===== config.mk =====
export PLATFORM = sky130hd
export DESIGN_NAME = msrv32_machine_control
export DESIGN_NICKNAME = d
export VERILOG_FILES = /design/src/rtl/msrv32_machine_control.sv
export SDC_FILE = /design/constraint.sdc
export NUM_CORES = 1
export LEC_CHECK = 0
export BUFFER_PORTS_ARGS = -buffer_cell sky130_fd_sc_hd__buf_4
export CORE_MARGIN = 10
export CORE_UTILIZATION = 37
export DETAILED_ROUTE_END_ITERATION = 8
export PLACE_DENSITY = 0.83
export RECOVER_POWER = 100
export SETUP_SLACK_MARGIN = 0.15
export SLEW_MARGIN = 25
export SYNTH_ARGS = -nofsm -noshare
export SYNTH_HDL_FRONTEND = slang
export SYNTH_SLANG_ARGS = --single-unit

===== constraint.sdc =====
create_clock -name ms_riscv32_mp_clk_in -period 1.8 [get_ports ms_riscv32_mp_clk_in]
set_input_delay 0.09 -clock ms_riscv32_mp_clk_in [delete_from_list [all_inputs] [get_ports ms_riscv32_mp_clk_in]]
set_output_delay 0.09 -clock ms_riscv32_mp_clk_in [all_outputs]
set_load 0.005 [all_outputs]

===== src/rtl/msrv32_machine_control.sv =====
// -----------------------------------------------------------------------------
// msrv32_machine_control
//
// Trap and privilege sequencer for the msrv32 RV32I machine-mode core.
// Turns the decoder's fault flags, the fetch misalignment flag and the CSR
// interrupt state into the PC source select, pipeline flush and CSR strobes.
//
// Handshake note: this block has no valid/ready pairs. Every request input is
// a level sampled on each rising clock edge while in OPERATING. Each strobe
// output is a single-cycle pulse that is valid for exactly the cycle it is
// high.
//
// Ports
//   ms_riscv32_mp_clk_in     core clock, rising edge
//   ms_riscv32_mp_rst_n_in   asynchronous, active-low reset
//   illegal_instr_in, misaligned_load_in, misaligned_store_in,
//   misaligned_instr_in      exception flags from decoder / fetch
//   opcode_6_to_2_in, funct3_in, funct7_in,
//   rs1_addr_in, rs2_addr_in, rd_addr_in
//                            instruction fields used for SYSTEM decode
//   mie_in                   mstatus.MIE
//   meie_in/mtie_in/msie_in  mie enable bits
//   meip_in/mtip_in/msip_in  mip pending bits
//   pc_src_out               00 BOOT, 01 EPC, 10 TRAP, 11 NEXT
//   trap_taken_out           trap in progress (decoder and CSR file)
//   flush_out                kill the instruction in the pipeline register
//   set_epc_out, set_cause_out  mepc / mcause write strobes
//   cause_out, i_or_e_out    mcause code and interrupt flag (held)
//   mie_clear_out, mie_set_out  mstatus.MIE update strobes
//   instret_inc_out          retire pulse for minstret
//   misaligned_exception_out trap is a misalignment (cause 0, 4, 6)
// -----------------------------------------------------------------------------
module msrv32_machine_control (
    input  logic       ms_riscv32_mp_clk_in,
    input  logic       ms_riscv32_mp_rst_n_in,
    input  logic       illegal_instr_in,
    input  logic       misaligned_load_in,
    input  logic       misaligned_store_in,
    input  logic       misaligned_instr_in,
    input  logic [4:0] opcode_6_to_2_in,
    input  logic [2:0] funct3_in,
    input  logic [6:0] funct7_in,
    input  logic [4:0] rs1_addr_in,
    input  logic [4:0] rs2_addr_in,
    input  logic [4:0] rd_addr_in,
    input  logic       mie_in,
    input  logic       meie_in,
    input  logic       mtie_in,
    input  logic       msie_in,
    input  logic       meip_in,
    input  logic       mtip_in,
    input  logic       msip_in,
    output logic [1:0] pc_src_out,
    output logic       trap_taken_out,
    output logic       flush_out,
    output logic       set_epc_out,
    output logic       set_cause_out,
    output logic [3:0] cause_out,
    output logic       i_or_e_out,
    output logic       mie_clear_out,
    output logic       mie_set_out,
    output logic       instret_inc_out,
    output logic       misaligned_exception_out
);

    typedef enum logic [1:0] {
        S_RESET       = 2'd0,
        S_OPERATING   = 2'd1,
        S_TRAP_TAKEN  = 2'd2,
        S_TRAP_RETURN = 2'd3
    } state_t;

    state_t     r_state;
    logic [1:0] r_pc_src;
    logic       r_trap_taken;
    logic       r_flush;
    logic       r_set_epc;
    logic       r_set_cause;
    logic       r_mie_clear;
    logic       r_mie_set;
    logic [3:0] r_cause;
    logic       r_i_or_e;
    logic       r_mis;

    logic       w_system;
    logic       w_ecall;
    logic       w_ebreak;
    logic       w_mret;
    logic       w_exc;
    logic       w_irq;
    logic       w_trap;
    logic [3:0] w_exc_cause;
    logic [3:0] w_irq_cause;
    logic       w_exc_mis;

    // SYSTEM with funct3 = 0 and rs1 = rd = 0; WFI and others fall through as NOP.
    assign w_system = (opcode_6_to_2_in == 5'b11100) && (funct3_in == 3'd0) &&
                      (rs1_addr_in == 5'd0) && (rd_addr_in == 5'd0);
    assign w_ecall  = w_system && (funct7_in == 7'd0) && (rs2_addr_in == 5'd0);
    assign w_ebreak = w_system && (funct7_in == 7'd0) && (rs2_addr_in == 5'd1);
    assign w_mret   = w_system && (funct7_in == 7'b0011000) && (rs2_addr_in == 5'd2);

    assign w_exc  = illegal_instr_in | misaligned_instr_in | misaligned_load_in |
                    misaligned_store_in | w_ecall | w_ebreak;
    assign w_irq  = mie_in & ((meie_in & meip_in) | (msie_in & msip_in) |
                              (mtie_in & mtip_in));
    assign w_trap = w_exc | w_irq;

    always_comb begin
        w_exc_cause = 4'd0;
        if (misaligned_instr_in)      w_exc_cause = 4'd0;
        else if (illegal_instr_in)    w_exc_cause = 4'd2;
        else if (w_ebreak)            w_exc_cause = 4'd3;
        else if (w_ecall)             w_exc_cause = 4'd11;
        else if (misaligned_load_in)  w_exc_cause = 4'd4;
        else if (misaligned_store_in) w_exc_cause = 4'd6;
    end

    always_comb begin
        w_irq_cause = 4'd7;
        if (meie_in & meip_in)      w_irq_cause = 4'd11;
        else if (msie_in & msip_in) w_irq_cause = 4'd3;
    end

    assign w_exc_mis = (w_exc_cause == 4'd0) || (w_exc_cause == 4'd4) ||
                       (w_exc_cause == 4'd6);

    // Outputs are registered alongside the state: each branch loads the
    // output values belonging to the state being entered. Anything that is
    // not OPERATING returns to OPERATING, so those are the default values.
    always_ff @(posedge ms_riscv32_mp_clk_in or negedge ms_riscv32_mp_rst_n_in) begin
        if (!ms_riscv32_mp_rst_n_in) begin
            r_state      <= S_RESET;
            r_pc_src     <= 2'b00;
            r_flush      <= 1'b1;
            r_trap_taken <= 1'b0;
            r_set_epc    <= 1'b0;
            r_set_cause  <= 1'b0;
            r_mie_clear  <= 1'b0;
            r_mie_set    <= 1'b0;
            r_cause      <= 4'd0;
            r_i_or_e     <= 1'b0;
            r_mis        <= 1'b0;
        end else begin
            r_state      <= S_OPERATING;
            r_pc_src     <= 2'b11;
            r_flush      <= 1'b0;
            r_trap_taken <= 1'b0;
            r_set_epc    <= 1'b0;
            r_set_cause  <= 1'b0;
            r_mie_clear  <= 1'b0;
            r_mie_set    <= 1'b0;
            if (r_state == S_OPERATING) begin
                if (w_trap) begin
                    r_state      <= S_TRAP_TAKEN;
                    r_pc_src     <= 2'b10;
                    r_flush      <= 1'b1;
                    r_trap_taken <= 1'b1;
                    r_set_epc    <= 1'b1;
                    r_set_cause  <= 1'b1;
                    r_mie_clear  <= 1'b1;
                    // Exceptions take precedence over interrupts.
                    r_cause      <= w_exc ? w_exc_cause : w_irq_cause;
                    r_i_or_e     <= ~w_exc;
                    r_mis        <= w_exc & w_exc_mis;
                end else if (w_mret) begin
                    r_state      <= S_TRAP_RETURN;
                    r_pc_src     <= 2'b01;
                    r_flush      <= 1'b1;
                    r_mie_set    <= 1'b1;
                end
            end
        end
    end

    assign pc_src_out               = r_pc_src;
    assign trap_taken_out           = r_trap_taken;
    assign flush_out                = r_flush;
    assign set_epc_out              = r_set_epc;
    assign set_cause_out            = r_set_cause;
    assign mie_clear_out            = r_mie_clear;
    assign mie_set_out              = r_mie_set;
    assign cause_out                = r_cause;
    assign i_or_e_out               = r_i_or_e;
    assign misaligned_exception_out = r_mis;
    // Retire only an instruction that neither traps nor returns.
    assign instret_inc_out = (r_state == S_OPERATING) & ~w_trap & ~w_mret;

endmodule


# ---- After elaboration in Yosys (flattened, before gate mapping)
# Cells that the tools add are included.
dict set report classes {
  n_mux 22
  n_bitwise 18
  reduce_logical 17
  eq_ne 7
}
# operator n
set ops {}
lappend ops {{2-to-1 mux 4 bit} 6}
lappend ops {{logical NOT 5 bit} 3}
lappend ops {{2-to-1 mux 2 bit} 6}
lappend ops {{2-to-1 mux 3 bit} 3}
lappend ops {{== test 4 x 3 -> 1 bit, second input constant} 2}
lappend ops {{logical AND 1 bit} 8}
lappend ops {{OR 1 bit} 8}
lappend ops {{bitwise AND 1 bit} 7}
lappend ops {{== test 7 x 5 -> 1 bit, second input constant} 1}
lappend ops {{logical NOT 7 bit} 1}
lappend ops {{2-to-1 mux 1 bit} 7}
lappend ops {{== test 5 x 1 -> 1 bit, second input constant} 1}
lappend ops {{== test 5 x 2 -> 1 bit, second input constant} 1}
lappend ops {{== test 5 bit, second input constant} 1}
lappend ops {{logical NOT 4 bit} 1}
lappend ops {{logical NOT 3 bit} 1}
lappend ops {{inverter 1 bit} 3}
lappend ops {{== test 2 x 1 -> 1 bit, second input constant} 1}
lappend ops {{logical OR 1 bit} 2}
lappend ops {{AND reduction 2 bit} 1}
dict set report totals {
  word_cells 72
  out_inout_bits 15
  ff_bits 13
}

# ---- Longest topological paths before layout
# Gate-level depths: netlist (run 1).
dict set report depth {
  word_depth 14
  mapped_depth 6
  mapped_depth_nobuf 5
}

# ---- Least setup slack after synthesis (run 1)
# No wires, ideal clock.
dict set report synth_timing {
  path_type {input-to-reg}
  from {input port funct7_in[1]}
  to {register r_cause[3] (netlist: cause_out[3])}
  setup_time_ns 0.126
  cell_stages 5
  slack_ns 0.180
  arrival_time_ns 1.494
  required_ns 1.674
  path_cell_list {nor4_2 -> nand4_2 -> nor4_4 -> o21ai_2 -> a221o_1}
}
dict set report synth_between {
  elab_chain_cells 8
  elab_cells_between_ends 13
}
# element line_no
set synth_lines {}
lappend synth_lines {{start: declaration} 42} ;# input logic [6:0] funct7_in,
lappend synth_lines {{logical NOT 7 bit *} {99, 100}}
lappend synth_lines {{logical AND 1 bit *} {99, 100}}
lappend synth_lines {{logical AND 1 bit} 99} ;# assign w_ecall = w_system && (funct7_in == 7'd0) && (rs2_addr_in == 5'd0);
lappend synth_lines {{2-to-1 mux 4 bit} 114} ;# else if (w_ecall) w_exc_cause = 4'd11;
lappend synth_lines {{2-to-1 mux 4 bit} 113} ;# else if (w_ebreak) w_exc_cause = 4'd3;
lappend synth_lines {{2-to-1 mux 4 bit} 112} ;# else if (illegal_instr_in) w_exc_cause = 4'd2;
lappend synth_lines {{2-to-1 mux 4 bit} 111} ;# if (misaligned_instr_in) w_exc_cause = 4'd0;
lappend synth_lines {{2-to-1 mux 4 bit} 163} ;# r_cause <= w_exc ? w_exc_cause : w_irq_cause;
lappend synth_lines {{end signal: assignment} 163}
lappend synth_lines {{end: declaration} 81} ;# logic [3:0] r_cause;
# Mark *: on every way between the ends. The rest lies on a longest branch, timed or not.
# A chain may end at the register's enable or synchronous reset.

# ---- Worst setup path after layout (run 1)
dict set report layout_timing {
  from {register r_state[1]}
  to {output port instret_inc_out}
}
dict set report layout_between {
  elab_chain_cells 3
}
# element line_no
set layout_lines {}
lappend layout_lines {{start: declaration} 73} ;# state_t r_state;
lappend layout_lines {{start signal: assignment} 133} ;# r_state <= S_RESET;
lappend layout_lines {{start signal: assignment} 145} ;# r_state <= S_OPERATING;
lappend layout_lines {{start signal: assignment} 155} ;# r_state <= S_TRAP_TAKEN;
lappend layout_lines {{== test 2 x 1 -> 1 bit} 187} ;# assign instret_inc_out = (r_state == S_OPERATING) & ~w_trap & ~w_mret;
lappend layout_lines {{bitwise AND 1 bit (2 in series)} 187}
lappend layout_lines {{end: declaration} 62} ;# output logic instret_inc_out,
# No other way between the ends.

==> metrics.md, run 1 <==
| Metric | Value |
|---|---|
| Register area share after synthesis | 43.4% |
| Number of DRC markers in iteration 0 | 18 |
| Met2 WL | 1.24 mm |
| Final ANT Viol Nets | 0 |
| Max Buffers Root-to-Sink | 2 |
| Tot GR Track Use | 12.0% |
| Crit-path max FO | 8 |
| Synth Area in Compound Gates | 13.7% |
| Routed wire length per instance | 15.7 um |
| Max Cap Viol | 0 |
| CP Capture Type | primary output |
| Hold Fails Final Rpt | 0 |
| TritonRoute pass-1 iters | 4 |
| Final worst path period need | 1.54 ns |
| Yosys top cell area share | 39.6% |
| First-pass GRT wire length | 3.97 mm |
| Worst-path clk slew | 0.07 ns |
| Ys async rst share | 100% |
| Worst Reg-to-Reg Cells | 5 |
| Total grt overflow | 0 |
| Synth warn | 0 |
| Worst endpoint data arrival time | 1.45 ns |
| Diode count | 0 |
| Syn nets | 111 |
| P&R area growth vs syn | 71.4% |
| Die Ht | 63.3 um |
| Buffers on Ports | 57 |
| Cell Pwr Density | 484 nW/um^2 |
| Main combinational cell family by area after synthesis | simple AND/OR/NAND/NOR gates |
| Setup TNS | 0 ns |
| Clock skew | 0.00781 ns |
| Share of cells above drive strength 1 | 53.4% |
| RSZ-0062 raised after global routing | true |
| Critical Path Source Type | flop |
| Core area | 1750 sq um |
| Htree depth | 1 |
| Via Count | 791 |
| DRC | 0 |
| Leakage | 0.000578 uW |
| Vias per cell | 5.07 |
| Simple-Gate Fraction of Synth Area | 36.4% |
| Cell area after synthesis | 694 sq um |
| Die W | 63.3 um |
| Yosys cell types | 32 |
| Highest routed layer | met4 |
| Synth Flop Type | dfrtp_1 |
| Row count | 15 |
| DPL Wire Length | 2.17 mm |
| CTS tree | yes |
| Io pins | 58 |
| Least-Margin Pin Slew | 0.600 ns |
| Hold Path Cell Cnt | 3 |
| Type of the worst setup path | reg2out |
| Most common cell in the synthesized netlist | dfrtp_1 |
| Met3 wire length | 253 um |
| Fillers | 148 |
| Top post-synthesis cells by count | dfrtp_1, nor4_1, nor2_1, nor3_1 |
| Vias in the first global route | 854 |
| Largest net degree at the start of global routing | 13 |
| Period utilisation layout | 85.8% |
| Mux share of post-synthesis cell area | 0% |
| Hold WC Path Type | in2reg |
| Worst-Skew Late Latency | 0.27 ns |
| Synth Area in Adders | 0% |
| Avg Cell Area, Syn | 10.2 sq um |
| EDFF count, synth | 0 |
| Final setup viols | 0 |
| Max-slew violations | 0 |
| Root Driver | clkbuf_4 |
| Area contributors post-synth | dfrtp_1, nor4_4, nor4_1 |
| Gate Count Post-Synth | 68 |
| Status | complete, no violations |
| Required time worst endpoint | 1.71 ns |
| Post-Synth XOR/XNOR Area | 0% |
| Seq cells post-synth | 12 |
| FMAX | 647 MHz |
| Fin area | 1190 sq um |
| Initial antenna violation count | 0 |
| Die area | 4010 sq um |
| Initial core utilization | 39.8% |
| VDD IR max | 242 uV |
| Slew headroom | 60.0% |
| Wire length on met1 | 927 um |
| Clock Sink Count | 12 |
| CTS Buf Count | 3 |
| Routability cong. | 0.834 |
| Final net count | 175 |
| Post-synth top area cell | dfrtp_1 |
| Post-DP Area | 1160 sq um |
| Final wirelength | 2.45 mm |
critical path, cell delays in order (launching register included):
cell	delay [ns]
dfrtp_1	0.38
nand2b_1	0.19
buf_4	0.18
nor4_1	0.28
buf_4	0.16
layer usage:
metal	vias up	global-route usage, %
li1	387	-
met1	356	11.6
met2	44	21.4
met3	4	5.83
met4	0	4.92
met5	-	0
power by group:
group	internal (uW)	total (uW)	switching (uW)
Sequential	276	280	3.91
Clock	85.7	168	82.3
Combinational	81.8	128	46.7
final cells by class:
class | count | area (sq um) | area share, %
clock buffers | 4 | 26.3 | 2.21
inverters | 3 | 11.3 | 0.946
multi-input cells | 48 | 344 | 28.9
flip-flops and latches | 12 | 302 | 25.3
well taps | 25 | 31.3 | 2.63
repair buffers | 64 | 475 | 40.0
cell usage in the layout, fill, tap and decap left out, types with 2 or more instances in the layout:
master / synthesis / routed
nor4_4: 2 / 2
or3_1: 2 / 2
nor3_1: 5 / 5
o2bb2ai_1: 2 / 2
buf_4: 4 / 44
inv_1: 3 / 3
clkbuf_1: 1 / 3
nand2_1: 2 / 2
dfrtp_1: 11 / 11
clkbuf_4: 0 / 20
nand2b_1: 2 / 2
nor2_1: 5 / 5
nor4_1: 6 / 6
a21oi_1: 4 / 4
worst paths after layout:
path / start / end / slack (ns)
worst min-delay path: misaligned_instr_in / cause_out[1] / 0.13
min in group asynchronous: ms_riscv32_mp_rst_n_in / cause_out[1] / 0.34
worst min register to register: misaligned_exception_out / misaligned_exception_out / 0.50
worst max-delay path: r_state[1] / instret_inc_out / 0.26
max in group asynchronous: ms_riscv32_mp_rst_n_in / i_or_e_out / 1.06
worst max register to register: r_state[1] / cause_out[3] / 0.44
per-stage QoR:
step	utilization (%)	setup WS (ns)	cells	total power (uW)	hold WS, ns
after CTS	68.4	0.187	155	587	0.122
after global placement	66.3	0.130	150	412	-0.0695
after detailed placement	66.3	0.0229	150	416	-0.0668
after global routing	68.2	0.122	156	611	0.138
final	68.2	0.255	156	576	0.132
after floorplan	-	0.180	68	315	-0.206
registers in the layout, indices dropped and copies added (netlist names):
| signal | count |
|---|---|
| pc_src_out | 1 |
| i_or_e_out | 1 |
| mie_clear_out | 1 |
| r_state | 2 |
| flush_out | 1 |
| mie_set_out | 1 |
| cause_out | 4 |
| misaligned_exception_out | 1 |
what timing repair did:
item / CTS / global route
buffers inserted: 0 / 1
resized for setup: 0 / 1
endpoints found under the setup margin: 0 / 1
hold endpoints to repair: 12 / 0
hold buffers: 1 / 0
logic make-up (layout without fill, tap and decap cells):
family,count (synthesis),count (layout)
and+or+nand+nor,35,35
DFF,12,12
buffers and inverters,8,71
AOI/OAI and AO/OA,13,13
Power figures use the tool's default switching activity.
==> run 2: changes to the inputs <==
--- a/config.mk
+++ b/config.mk
@@ -10,7 +10,6 @@
 export CORE_UTILIZATION = 37
 export DETAILED_ROUTE_END_ITERATION = 8
 export PLACE_DENSITY = 0.83
-export RECOVER_POWER = 100
 export SETUP_SLACK_MARGIN = 0.15
 export SLEW_MARGIN = 25
 export SYNTH_ARGS = -nofsm -noshare
==> metrics.md, run 2 (synthesis results as in run 1) <==
| Metric | Value |
|---|---|
| Worst endpoint data arrival time | 1.47 ns |
| Worst-Skew Late Latency | 0.27 ns |
| Io pins | 58 |
| Final ANT Viol Nets | 0 |
| RSZ-0062 raised after global routing | true |
| Slew headroom | 74.7% |
| CP Capture Type | primary output |
| Most frequent cells in the layout | buf_4, dfrtp_1, nor4_1, nor2_1, nor3_1 |
| Max Buffers Root-to-Sink | 2 |
| CTS Buf Count | 3 |
| Required time worst endpoint | 1.71 ns |
| Status | complete, no violations |
| Vias per cell | 5.10 |
| Hold Fails Final Rpt | 0 |
| Final wirelength | 2.49 mm |
| Tot GR Track Use | 12.0% |
| VDD IR max | 242 uV |
| Clock Sink Count | 12 |
| Die Ht | 63.3 um |
| Number of DRC markers in iteration 0 | 21 |
| FMAX | 641 MHz |
| Hold WC Path Type | in2reg |
| Initial core utilization | 39.8% |
| Routability cong. | 0.834 |
| Vias in the first global route | 854 |
| TritonRoute pass-1 iters | 4 |
| Critical Path Source Type | flop |
| Routed wire length per instance | 16.0 um |
| Worst-path clk slew | 0.07 ns |
| Total power of the final layout | 583 uW |
| Final net count | 175 |
| Share of cells above drive strength 1 | 56.5% |
| Total grt overflow | 0 |
| Type of the worst setup path | reg2out |
| Via Count | 795 |
| Htree depth | 1 |
| Row count | 15 |
| Leakage | 0.000594 uW |
| First-pass GRT wire length | 3.97 mm |
| Setup TNS | 0 ns |
| Max FFs per register | 4 |
| Largest net degree at the start of global routing | 13 |
| Final worst path period need | 1.56 ns |
| DRC | 0 |
| Root Driver | clkbuf_4 |
| Cell Pwr Density | 483 nW/um^2 |
| Least-Margin Pin Slew | 0.376 ns |
| Core area | 1750 sq um |
| Die area | 4010 sq um |
| Commonest non-fill, non-tap cell in the layout | buf_4 |
| Max-slew violations | 0 |
| Crit-path max FO | 8 |
| Diode count | 0 |
| Period utilisation layout | 86.7% |
| CTS tree | yes |
| Final setup viols | 0 |
| Die W | 63.3 um |
| P&R area growth vs syn | 73.9% |
| Buffers on Ports | 57 |
| Max Cap Viol | 0 |
| DPL Wire Length | 2.17 mm |
| Initial antenna violation count | 0 |
| Clock skew | 0.00913 ns |
[run 2: changes by cell type in the layout (fill, tap and decap cells not counted), sizes merged]
cell and change:
buf +19, clkbuf -19
[run 2: layout make-up]
type / instances / area (sq um)
timing repair buffer: 64 / 483
fill: 141 / 538
sequential: 12 / 302
clock buffer: 4 / 26.3
inverter: 3 / 11.3
tap: 25 / 31.3
multi-input combinational: 48 / 354
[run 2: stage by stage]
stage | hold WS [ns] | instance area [sq um] | setup WS (ns) | util [%] | instances
after floorplan | -0.206 | 694 | 0.180 | - | 68
after global placement | -0.0695 | 1160 | 0.130 | 66.3 | 150
after detailed placement | -0.0668 | 1160 | 0.0229 | 66.3 | 150
after CTS | 0.122 | 1190 | 0.187 | 68.4 | 155
after global routing | 0.138 | 1210 | 0.147 | 69.2 | 156
final | 0.126 | 1210 | 0.240 | 69.2 | 156
[run 2: routing by layer]
layer	track usage (%)	part of all wire (%)	vias up
met4	4.92	1.5	0
met1	11.6	38	360
li1	-	-	385
met3	5.83	11	6
met5	0	0	-
met2	21.4	50	44
[run 2: final timing paths]
path | from | endpoint | slack (ns) | depth (start not counted)
worst max register to register | r_state[1] | cause_out[3] | 0.44 | 5
min in group asynchronous | ms_riscv32_mp_rst_n_in | cause_out[1] | 0.19 | 2
worst min-delay path | misaligned_instr_in | cause_out[1] | 0.13 | 3
worst min register to register | misaligned_exception_out | misaligned_exception_out | 0.50 | 1
worst max-delay path | r_state[1] | instret_inc_out | 0.24 | 4
max in group asynchronous | ms_riscv32_mp_rst_n_in | flush_out | 1.38 | 2
[run 2: where the power goes]
| part | internal, uW | switching, uW | total, uW | leakage, uW |
|---|---|---|---|---|
| Combinational | 84.4 | 47.4 | 132 | 0.000430 |
| Sequential | 276 | 3.95 | 280 | 0.000150 |
| Clock | 85.9 | 85.1 | 171 | 0.0000150 |
[run 2: repair_timing]
| action | CTS | global route |
|---|---|---|
| hold buffers | 1 | 0 |
| buffers inserted | 0 | 1 |
| gates resized for setup | 0 | 1 |
| hold endpoints to repair | 12 | 0 |
| endpoints found under the setup margin | 0 | 1 |
[run 2: critical path, stage by stage (launching register included)]
cell and delay (ns):
dfrtp_1 0.38, nand2b_1 0.19, buf_4 0.18, nor4_1 0.29, buf_4 0.17
==> run 3: changes to the inputs <==
--- a/config.mk
+++ b/config.mk
@@ -6,10 +6,10 @@
 export NUM_CORES = 1
 export LEC_CHECK = 0
 export BUFFER_PORTS_ARGS = -buffer_cell sky130_fd_sc_hd__buf_4
-export CORE_MARGIN = 10
-export CORE_UTILIZATION = 37
+export CORE_UTILIZATION = 39
+export CTS_BUF_LIST = sky130_fd_sc_hd__clkbuf_8
 export DETAILED_ROUTE_END_ITERATION = 8
-export PLACE_DENSITY = 0.83
+export PLACE_DENSITY = 0.86
 export SETUP_SLACK_MARGIN = 0.15
 export SLEW_MARGIN = 25
 export SYNTH_ARGS = -nofsm -noshare
==> metrics.md, run 3 (synthesis results as in run 1) <==
| Metric | Value |
|---|---|
| Largest net degree at the start of global routing | 13 |
| Fin Hold WS | 0.163 ns |
| TritonRoute pass-1 iters | 6 |
| Clock skew | 0.00286 ns |
| Diode count | 0 |
| Seq pwr share | 42.4% |
| Hold path endpoint | cause_out[1] |
| Htree depth | 1 |
| R2r startpoint | r_state[1] |
| Hold Fails Final Rpt | 0 |
| Commonest non-fill, non-tap cell in the layout | buf_4 |
| Multi-input logic area | 354 sq um |
| Core area | 1580 sq um |
| Leakage | 0.000613 uW |
| Routability cong. | 0.905 |
| Register area | 302 sq um |
| Buffers on Ports | 57 |
| Worst Reg-to-Reg Cells | 5 |
| Routed wire length per instance | 14.5 um |
| Clock power share | 37.7% |
| Number of DRC markers in iteration 0 | 18 |
| Max Cap Viol | 0 |
| Io pins | 58 |
| Max Buffers Root-to-Sink | 2 |
| Root Driver | clkbuf_8 |
| Initial core utilization | 44.0% |
| Min-delay src | misaligned_instr_in |
| Most frequent cells in the layout | buf_4, dfrtp_1, nor4_1, nor2_1, nor3_1 |
| Final net count | 176 |
| Die area | 1950 sq um |
| FMAX | 665 MHz |
| DRC | 0 |
| Setup TNS | 0 ns |
| Max FFs per register | 4 |
| Worst-Skew Late Latency | 0.25 ns |
| VDD IR max | 527 uV |
| Reg2reg setup slack | 0.40 ns |
| Internal power | 512 uW |
| Total power of the final layout | 662 uW |
| First-pass GRT wire length | 3.34 mm |
| Die Ht | 44.2 um |
| Hold Path Cell Cnt | 3 |
| Required time worst endpoint | 1.71 ns |
| Slew headroom | 75.0% |
| Hold WC Path Type | in2reg |
| Final worst path period need | 1.50 ns |
| CTS Buf Count | 3 |
| CTS tree | yes |
| Vias per cell | 5.41 |
| Cell Pwr Density | 542 nW/um^2 |
| Period utilisation layout | 83.5% |
| Worst endpoint data arrival time | 1.41 ns |
| Die W | 44.2 um |
| Final setup viols | 0 |
| DPL Wire Length | 1.70 mm |
| Max-slew violations | 0 |
| Vias in the first global route | 815 |
| Crit-path max FO | 8 |
| Final ANT Viol Nets | 0 |
| Logic gate share of total power | 20.0% |
| Total grt overflow | 0 |
| Initial antenna violation count | 0 |
| RSZ-0062 raised after global routing | false |
| NetSw | 150 uW |
| Status | complete, no violations |
| Final wirelength | 2.15 mm |
| Share of cells above drive strength 1 | 56.8% |
| Clock Sink Count | 12 |
| R2r endpoint | cause_out[3] |
| Type of the worst setup path | reg2out |
| Via Count | 801 |
| Sw frac | 22.7% |
| Least-Margin Pin Slew | 0.371 ns |
| Worst-path clk slew | 0.05 ns |
| Tot GR Track Use | 24.1% |
| Row count | 14 |
| CP Capture Type | primary output |
| P&R area growth vs syn | 76.0% |
| Critical Path Source Type | flop |
| Fillers | 117 |
## run 3: changes by cell type in the layout (fill, tap and decap cells not counted), sizes merged
cell / before / now
buf: 63 / 64
clkbuf: 4 / 3
inv: 3 / 4
## run 3: worst max path at each step
stage	end	depth (start not counted)	start	slack [ns]
2_1_floorplan	cause_out[3]	5	funct7_in[1]	0.18
3_3_place_gp	cause_out[1]	6	funct7_in[1]	0.12
3_5_place_dp	cause_out[1]	6	funct7_in[6]	0.08
4_1_cts	instret_inc_out	7	funct7_in[6]	0.22
5_1_grt	instret_inc_out	7	rd_addr_in[1]	0.19
6_report	instret_inc_out	4	r_state[1]	0.30
## run 3: worst max-delay path: stages (launching register included)
cell	delay [ns]
dfrtp_1	0.37
nand2b_1	0.18
buf_4	0.18
nor4_2	0.28
buf_4	0.15
## run 3: stage by stage
step	std cells	area, sq um	utilization (%)	setup slack (ns)
final	148	1220	77.5	0.297
after floorplan	68	694	-	0.180
after detailed placement	141	1150	72.7	0.0846
after global routing	148	1220	77.5	0.190
after global placement	141	1150	72.7	0.119
after CTS	146	1200	76.2	0.216
## run 3: power groups by stage
| stage | logic (uW) | registers [uW] | clock network, uW |
|---|---|---|---|
| finish | 132 | 280 | 249 |
| global route | 143 | 281 | 272 |
| detailed placement | 130 | 285 | 0 |
| global placement | 126 | 285 | 0 |
| floorplan | 29.8 | 285 | 0 |
| CTS | 132 | 280 | 256 |
## run 3: final cells by class
cell class                 count  share of cell area, %
tap                           16                   1.64
multi-input combinational     48                   29.0
inverter                       3                  0.921
clock buffer                   3                   3.38
sequential                    12                   24.7
timing repair buffer          65                   40.1
clock inverter                 1                  0.307
## run 3: metal layers
layer | track usage, % | share of wire, %
met5 | 0 | 0
met4 | 12.1 | 1.2
met3 | 8.98 | 6.0
met2 | 42.9 | 54
met1 | 24.5 | 39
## run 3: what timing repair did
action / 4_1_cts / 5_1_grt
endpoints found under the hold margin: 12 / 0
resized for setup: 0 / 1
buffers inserted: 0 / 2
endpoints found under the setup margin: 0 / 1
hold buffers: 1 / 0
